===== config.mk =====
export PLATFORM = sky130hd
export DESIGN_NAME = fp13_to_s8_seq
export DESIGN_NICKNAME = d
export VERILOG_FILES = /design/src/rtl/fp13_pkg.sv /design/src/rtl/fp13_classify.sv /design/src/rtl/fp13_to_s8_seq.sv
export SDC_FILE = /design/constraint.sdc
export NUM_CORES = 1
export LEC_CHECK = 0
export BUFFER_PORTS_ARGS = -buffer_cell sky130_fd_sc_hd__buf_2
export CAP_MARGIN = 20
export CELL_PAD_IN_SITES_DETAIL_PLACEMENT = 1
export CELL_PAD_IN_SITES_GLOBAL_PLACEMENT = 2
export CORE_UTILIZATION = 34
export DETAILED_ROUTE_END_ITERATION = 10
export GPL_ROUTABILITY_DRIVEN = 1
export HOLD_SLACK_MARGIN = 0.02
export PLACE_DENSITY = 0.89
export SYNTH_ARGS = -nofsm -noshare
export SYNTH_HDL_FRONTEND = slang
export SYNTH_SLANG_ARGS = --single-unit

===== constraint.sdc =====
create_clock -name clk -period 3.3 [get_ports clk]
set_clock_uncertainty 0.15 [all_clocks]
set_input_delay 0.33 -clock clk [delete_from_list [all_inputs] [get_ports clk]]
set_output_delay 0.33 -clock clk [all_outputs]
set_load 0.01 [all_outputs]

===== src/rtl/fp13_pkg.sv =====
// Shared field layout, widths and FSM encoding for the fp13 <-> s8 datapath.
package fp13_pkg;
  localparam int FP13_SIGN     = 12;
  localparam int FP13_EXP_MSB  = 11;
  localparam int FP13_EXP_LSB  = 8;
  localparam int FP13_FRAC_MSB = 7;
  localparam int EXP_W  = 4;
  localparam int FRAC_W = 8;
  localparam int MAG_W  = 7;

  localparam logic [EXP_W-1:0] EXP_MAX_S8 = 4'd7;

  typedef enum logic [1:0] {
    IDLE  = 2'd0,
    SHIFT = 2'd1,
    DONE  = 2'd2
  } state_t;
endpackage


===== src/rtl/fp13_classify.sv =====
// Combinational classifier for an fp13 operand: special cases and the
// number of right shifts needed to denormalize the fraction.
module fp13_classify
  import fp13_pkg::*;
(
  input  logic [12:0] fp13,
  output logic        is_zero,
  output logic        is_uf,
  output logic        is_of,
  output logic [2:0]  shift_cnt
);
  logic [EXP_W-1:0]  exp_f;
  logic [FRAC_W-1:0] frac;

  assign exp_f = fp13[FP13_EXP_MSB:FP13_EXP_LSB];
  assign frac  = fp13[FP13_FRAC_MSB:0];

  // zero wins over the exponent checks, then underflow, then overflow
  assign is_zero = (frac == '0);
  assign is_uf   = !is_zero && (exp_f == '0);
  assign is_of   = !is_zero && (exp_f > EXP_MAX_S8);

  // 8-exp modulo 8; only meaningful for exp in 1..7
  assign shift_cnt = 3'd0 - exp_f[2:0];
endmodule


===== src/rtl/fp13_to_s8_seq.sv =====
// Multi-cycle fp13 -> 8-bit sign-magnitude converter; the fraction is
// denormalized one bit per cycle under a down-counter.
module fp13_to_s8_seq
  import fp13_pkg::*;
#(
  parameter bit SAT_ON_OF = 1'b1
) (
  input  logic        clk,
  input  logic        rst_n,
  input  logic        in_valid,
  output logic        in_ready,
  input  logic [12:0] in_fp13,
  output logic        out_valid,
  input  logic        out_ready,
  output logic [7:0]  out_s8,
  output logic        out_of,
  output logic        out_uf
);
  state_t            state, state_nxt;
  logic [FRAC_W-1:0] shreg, shreg_nxt;
  logic [2:0]        cnt;
  logic              sign_q;
  logic              is_zero, is_uf, is_of;
  logic [2:0]        shift_cnt;
  logic              fire_in, special;
  logic [MAG_W-1:0]  special_mag;

  fp13_classify u_classify (
    .fp13      (in_fp13),
    .is_zero   (is_zero),
    .is_uf     (is_uf),
    .is_of     (is_of),
    .shift_cnt (shift_cnt)
  );

  assign in_ready    = (state == IDLE);
  assign out_valid   = (state == DONE);
  assign fire_in     = in_valid && in_ready;
  assign special     = is_zero || is_uf || is_of;
  assign special_mag = (is_of && SAT_ON_OF) ? 7'h7F : 7'h00;
  assign shreg_nxt   = shreg >> 1;

  always_ff @(posedge clk or negedge rst_n) begin
    if (!rst_n) state <= IDLE;
    else        state <= state_nxt;
  end

  always_comb begin
    state_nxt = state;
    case (state)
      IDLE:    if (fire_in) state_nxt = special ? DONE : SHIFT;
      SHIFT:   if (cnt == 3'd1) state_nxt = DONE;
      DONE:    if (out_ready) state_nxt = IDLE;
      default: state_nxt = IDLE;
    endcase
  end

  // result registers change only on entry to DONE, so they hold while idle
  always_ff @(posedge clk or negedge rst_n) begin
    if (!rst_n) begin
      shreg  <= '0;
      cnt    <= '0;
      sign_q <= 1'b0;
      out_s8 <= 8'h00;
      out_of <= 1'b0;
      out_uf <= 1'b0;
    end else begin
      case (state)
        IDLE: if (fire_in) begin
          sign_q <= in_fp13[FP13_SIGN];
          if (special) begin
            out_s8 <= {in_fp13[FP13_SIGN], special_mag};
            out_of <= is_of;
            out_uf <= is_uf;
          end else begin
            shreg <= in_fp13[FP13_FRAC_MSB:0];
            cnt   <= shift_cnt;
          end
        end
        SHIFT: begin
          shreg <= shreg_nxt;
          cnt   <= cnt - 3'd1;
          if (cnt == 3'd1) begin
            out_s8 <= {sign_q, shreg_nxt[MAG_W-1:0]};
            out_of <= 1'b0;
            out_uf <= 1'b0;
          end
        end
        default: ;
      endcase
    end
  end
endmodule

* After elaboration in Yosys (flattened, before gate mapping)
Cells that the tools add are included.
** Operators by class
- Add/sub/neg operators :: 2
- $lt $le $gt $ge :: 1
- Eq/ne operators :: 8
- Multiplexer cells :: 23
- Reduce and logical (&&, ||, !) cells :: 14
** Operators by type and width (count)
- $mux W8 :: 5
- $pmux W8 S2 :: 2
- $logic_not A8 Y1 :: 1
- $mux W2 :: 4
- $mux W7 :: 1
- $mux W3 :: 2
- $ne A2 B1 Y1 const B :: 3
- $pmux W2 S3 :: 1
- $pmux W3 S2 :: 1
- $reduce_and A3 Y1 :: 2
- $mux W1 :: 5
- $gt A4 B3 Y1 const B :: 1
- $logic_not A4 Y1 :: 1
- $ne A2 B2 Y1 const B :: 2
- $pmux W1 S2 :: 2
- $reduce_and A4 Y1 :: 1
- $eq A3 B1 Y1 const B :: 1
- $logic_and A1 B1 Y1 :: 3
- $sub A1 B3 Y3 const A :: 1
- $sub A3 B1 Y3 const B :: 1
- $eq A2 B1 Y1 const B :: 1
- $eq A2 B2 Y1 const B :: 1
- $logic_not A2 Y1 :: 1
- $logic_or A1 B1 Y1 :: 2
- 3 further kinds :: 3
** Word-level totals
- Register bits after elaboration :: 24
- Input bits :: 17
- Output and inout port bits :: 12

* Logic depth before layout (Yosys ltp)
- Depth after elaboration :: 8
- Gate-level depth with buffers :: 7
- Gate-level depth less buffers :: 6

* By module
A second synthesis with hierarchy kept.
** Second synthesis, totals
- Cells, all modules :: 126
- Area total of the unflattened synthesis :: 1330.0 µm²
** By module, submodules not included
- fp13_to_s8_seq :: times used 1, cells an instance 115, area an instance 1253.7 µm², seq. area each 575.6 µm²
- fp13_classify :: times used 1, cells an instance 11, area an instance 76.3 µm², seq. area each 0.0 µm²

* Worst setup path after synthesis
Ideal clock, no wire load.
- Path kind :: input to register
- From :: input port in_fp13[8]
- To :: register out_of
- Setup time :: 0.125 ns
- Arrival :: 1.607 ns
- Data required time :: 3.025 ns
- Path slack :: 1.417 ns
- Stages :: 7
- Buffers on the path :: 1
- Path through :: inv_1 ha_1 nor2b_1 nor3_1 a211o_1 buf_6 mux2_4
** On the way
- Cells in the longest elaborated chain, start to end :: 6
- Elaborated cells on any way between the ends :: 11
- Classes of those cells :: 1 x order compare; 1 x eq/ne; 3 x mux; 6 x reduce/logical
** RTL lines
- from (decl) :: RTL line fp13_to_s8_seq.sv:12 : input logic [12:0] in_fp13,
- branches (longest 6 deep; another with $gt A4 B3 Y1)
- to (signal assigned) :: RTL line fp13_to_s8_seq.sv:73 : out_of <= is_of;
- to (decl) :: RTL line fp13_to_s8_seq.sv:16 : output logic out_of,
Several ways; the timed one is not identified. The select of a mux whose other input is x is not followed.
A chain may end at the register's enable or synchronous reset.

* Worst setup path after layout
- From :: register cnt[0]
- To :: register out_s8[7]
** On the way
- Cells in the longest elaborated chain, start to end :: 3
** RTL lines
- from (decl) :: RTL line fp13_to_s8_seq.sv:21 : logic [2:0] cnt;
- from (signal assigned) :: RTL line fp13_to_s8_seq.sv:77 : cnt <= shift_cnt;
- from (signal assigned) :: RTL line fp13_to_s8_seq.sv:82 : cnt <= cnt - 3'd1;
- $eq A3 B1 Y1 :: RTL line fp13_to_s8_seq.sv:83 : if (cnt == 3'd1) begin
- $ne A2 B2 Y1 (no source line)
- $reduce_and A4 Y1 (no source line)
- to (signal assigned) :: RTL line fp13_to_s8_seq.sv:72 : out_s8 <= {in_fp13[FP13_SIGN], special_mag};
- to (signal assigned) :: RTL line fp13_to_s8_seq.sv:84 : out_s8 <= {sign_q, shreg_nxt[MAG_W-1:0]};
- to (decl) :: RTL line fp13_to_s8_seq.sv:15 : output logic [7:0] out_s8,
Every way passes these cells.

==> flow_metrics.tcl <==
set metrics [dict create \
    outcome "finished, final reports clean" \
    core-area_um2 3440 \
    hold_viol 0 \
    h-tree-depth 1 \
    synthMostInstantiatedCell "dfrtp_1" \
    p_per_area_nw_per_um2 885 \
    synth_xor_area_share_pct 0.697 \
    critPathKind "reg -> reg" \
    dp_hpwl_um 2220 \
    synth_nets 150 \
    ant_nets 0 \
    std_cell_rows 21 \
    yosysUniqueCellTypes 33 \
    final_util_pct 43.0 \
    synthAdderAreaFrac_pct 2.99 \
    yosysTopAreaCellShare_pct 45.8 \
    firstDrtPassIters 4 \
    post_synth.cell_area_avg_um2 9.67 \
    cp-start-kind "flip-flop" \
    dieWidth_um 62.8 \
    clkPwrFrac_pct 13.7 \
    synth_seq_cells 23 \
    clkLatencyLatePin_ns 0.27 \
    drtIter0Drc 29 \
    drive_above_1_share_pct 25.5 \
    seqCellArea_um2 576 \
    cts_tree "done" \
    totalWireLength_um 2970 \
    maxCapViolations 0 \
    max_clock_freq_mhz 495 \
    max_slew_margin_pct 58.8 \
    final-setup-viol-count 0 \
    clockBufferDepth 2 \
    ys_seq_area_share_pct 45.8 \
    fp.dieArea_um2 3950 \
    overflow 0 \
    multi_input_area_um2 597 \
    io_pins 29 \
    min_path_type "in -> reg" \
    combPwrFrac_pct 45.8 \
    ys.flop_type "dfrtp_1" \
    crit_required_ns 3.30 \
    via_count 1026 \
    port_buffers 28 \
    synthCells 130 \
    synth_edf_count 0 \
    muxShareOfSynthArea_pct 10.5 \
    crit_arrival_ns 2.02 \
    grt_usage_pct 17.0 \
    yosys.area.top_type "dfrtp_1" \
    start_util_pct 36.5 \
    worst_setup_path_end_kind "flip-flop" \
    p_int_uw 785 \
    netlist_area_um2 1260 \
    rsz0062_at_grt "false" \
    area_growth_pct 17.8 \
    fp.dieH_um 62.8 \
    finalCritPeriodShare_pct 61.2 \
    ir_worst_vdd_uv 199 \
    grt_pass1_vias 1115 \
    synth_top_family_by_area "compound AO/OA/AOI/OAI gates" \
    p_sw_share_pct 40.1 \
    worstMarginPinSlew_ns 0.617 \
    slew_viol_final 0 \
    yosysWarnings 0 \
    holdWs_ns 0.0879 \
    drc 0 \
    clk_pin_slew_ns 0.08 \
    cts_buffers 3 \
    yosys-top-cells-count "dfrtp_1 (23), a21oi_1 (22), inv_1 (13), nor2_1 (10), o21ai_1 (10)" \
    nFillCells 421 \
    fin_ws_ns 1.28 \
    p_leak_uw 0.000737 \
    cts-resized-gates 0 \
    grt_max_degree 24 \
    period_needed_ns 2.02 \
    pre_cts_slack_ns 0.998 \
    fin_tns_setup_ns 0 \
    power.switching_uw 526 \
    gp_congestion 0.772 \
    power_frac_seq_pct 40.6 \
    cts_root_buf "clkbuf_8" \
    clkSinkCount 23 \
    vias_per_cell 5.05 \
    nNetsFinal 178 \
    synthSimpleGateAreaFrac_pct 14.8 \
    wl_per_cell_um 14.6 \
    crit_path_max_fanout 11 \
    antenna_found_initial 0 \
    synth_async_sr_flop_share_pct 100 \
    grt_pass1_wl_um 5290 \
    diodes 0 \
    total_power_uw 1310 \
    yosys-top-cells-area "dfrtp_1 (46%), a21oi_1 (8.8%), mux2i_1 (6.4%), o21ai_1 (4.0%), inv_1 (3.9%)" \
    synth_compound_area_share_pct 18.4 \
]
## metal layers
metal / vias up / wire length [µm] / GRT usage (%)
met2: 18 / 1500 / 29.9
met3: 2 / 75 / 2.37
li1: 503 / - / -
met4: 0 / 21 / 4.36
met5: - / 0 / 0
met1: 503 / 1380 / 21.6
## final timing paths
| kind | startpoint | end | slack, ns | cells past startpoint |
|---|---|---|---|---|
| worst min register to register | out_s8[7] | out_s8[7] | 0.36 | 1 |
| min in group asynchronous | rst_n | out_s8[7] | 0.42 | 2 |
| worst max register to register | cnt[0] | out_s8[7] | 1.28 | 5 |
| worst max-delay path | cnt[0] | out_s8[7] | 1.28 | 5 |
| worst min-delay path | out_ready | state[1] | 0.09 | 2 |
| max in group asynchronous | rst_n | out_s8[0] | 2.21 | 2 |
## stage by stage
step	cell area, µm²	cells
detailed placement	1430	198
floorplan	1260	130
global route	1480	203
global placement	1430	198
CTS	1480	203
finish	1480	203
## repair_timing
item	4_1_cts	5_1_grt
hold buffers	1	0
buffers inserted	0	0
hold endpoints to repair	23	0
## state kept, by name, summed over array words and instances (netlist names)
signal	flops
out_uf	1
sign_q	1
state	2
out_of	1
out_s8	8
cnt	3
shreg	7
## kinds of logic after synthesis
| kind of cell | count (synthesis) |
|---|---|
| DFF | 23 |
| muxes | 12 |
| adders and majority gates | 3 |
| buffers and inverters | 20 |
| xor gates and xnor gates | 1 |
| and+or+nand+nor | 31 |
| AOI/OAI and AO/OA | 40 |
## area by class of cell
type                       instances  share of cell area [%]
inverter                          13                    3.29
multi-input combinational         87                    40.3
timing repair buffer              30                    10.6
clock buffer                       4                    3.04
tap                               46                    3.89
sequential                        23                    38.9
## power by group through the flow
stage	Combinational [µW]	Sequential, µW	Clock, µW
floorplan	424	533	0
global placement	585	530	0
detailed placement	609	539	0
CTS	611	533	186
global route	682	554	198
finish	600	532	179
## placed cells by master (no fill, tap or decap), types with 2 or more instances in the layout
master / netlist / layout
inv_1: 13 / 13
nor2_1: 10 / 10
o21ai_1: 10 / 10
dfrtp_1: 23 / 23
mux2i_1: 8 / 8
ha_1: 3 / 3
mux2_4: 2 / 2
nand2_1: 5 / 5
clkbuf_8: 0 / 3
a21oi_1: 22 / 22
nor4_4: 2 / 2
nand2b_1: 4 / 4
nor2b_1: 3 / 3
nor3_1: 2 / 2
buf_2: 2 / 28
## worst max-delay path: stages (launching register included)
cell and delay, ns:
dfrtp_1 0.42, ha_1 0.20, nor2b_1 0.14, mux2i_1 0.13, a211o_1 0.48, mux2_1 0.38
No activity file was read; power rests on OpenSTA's default activity.
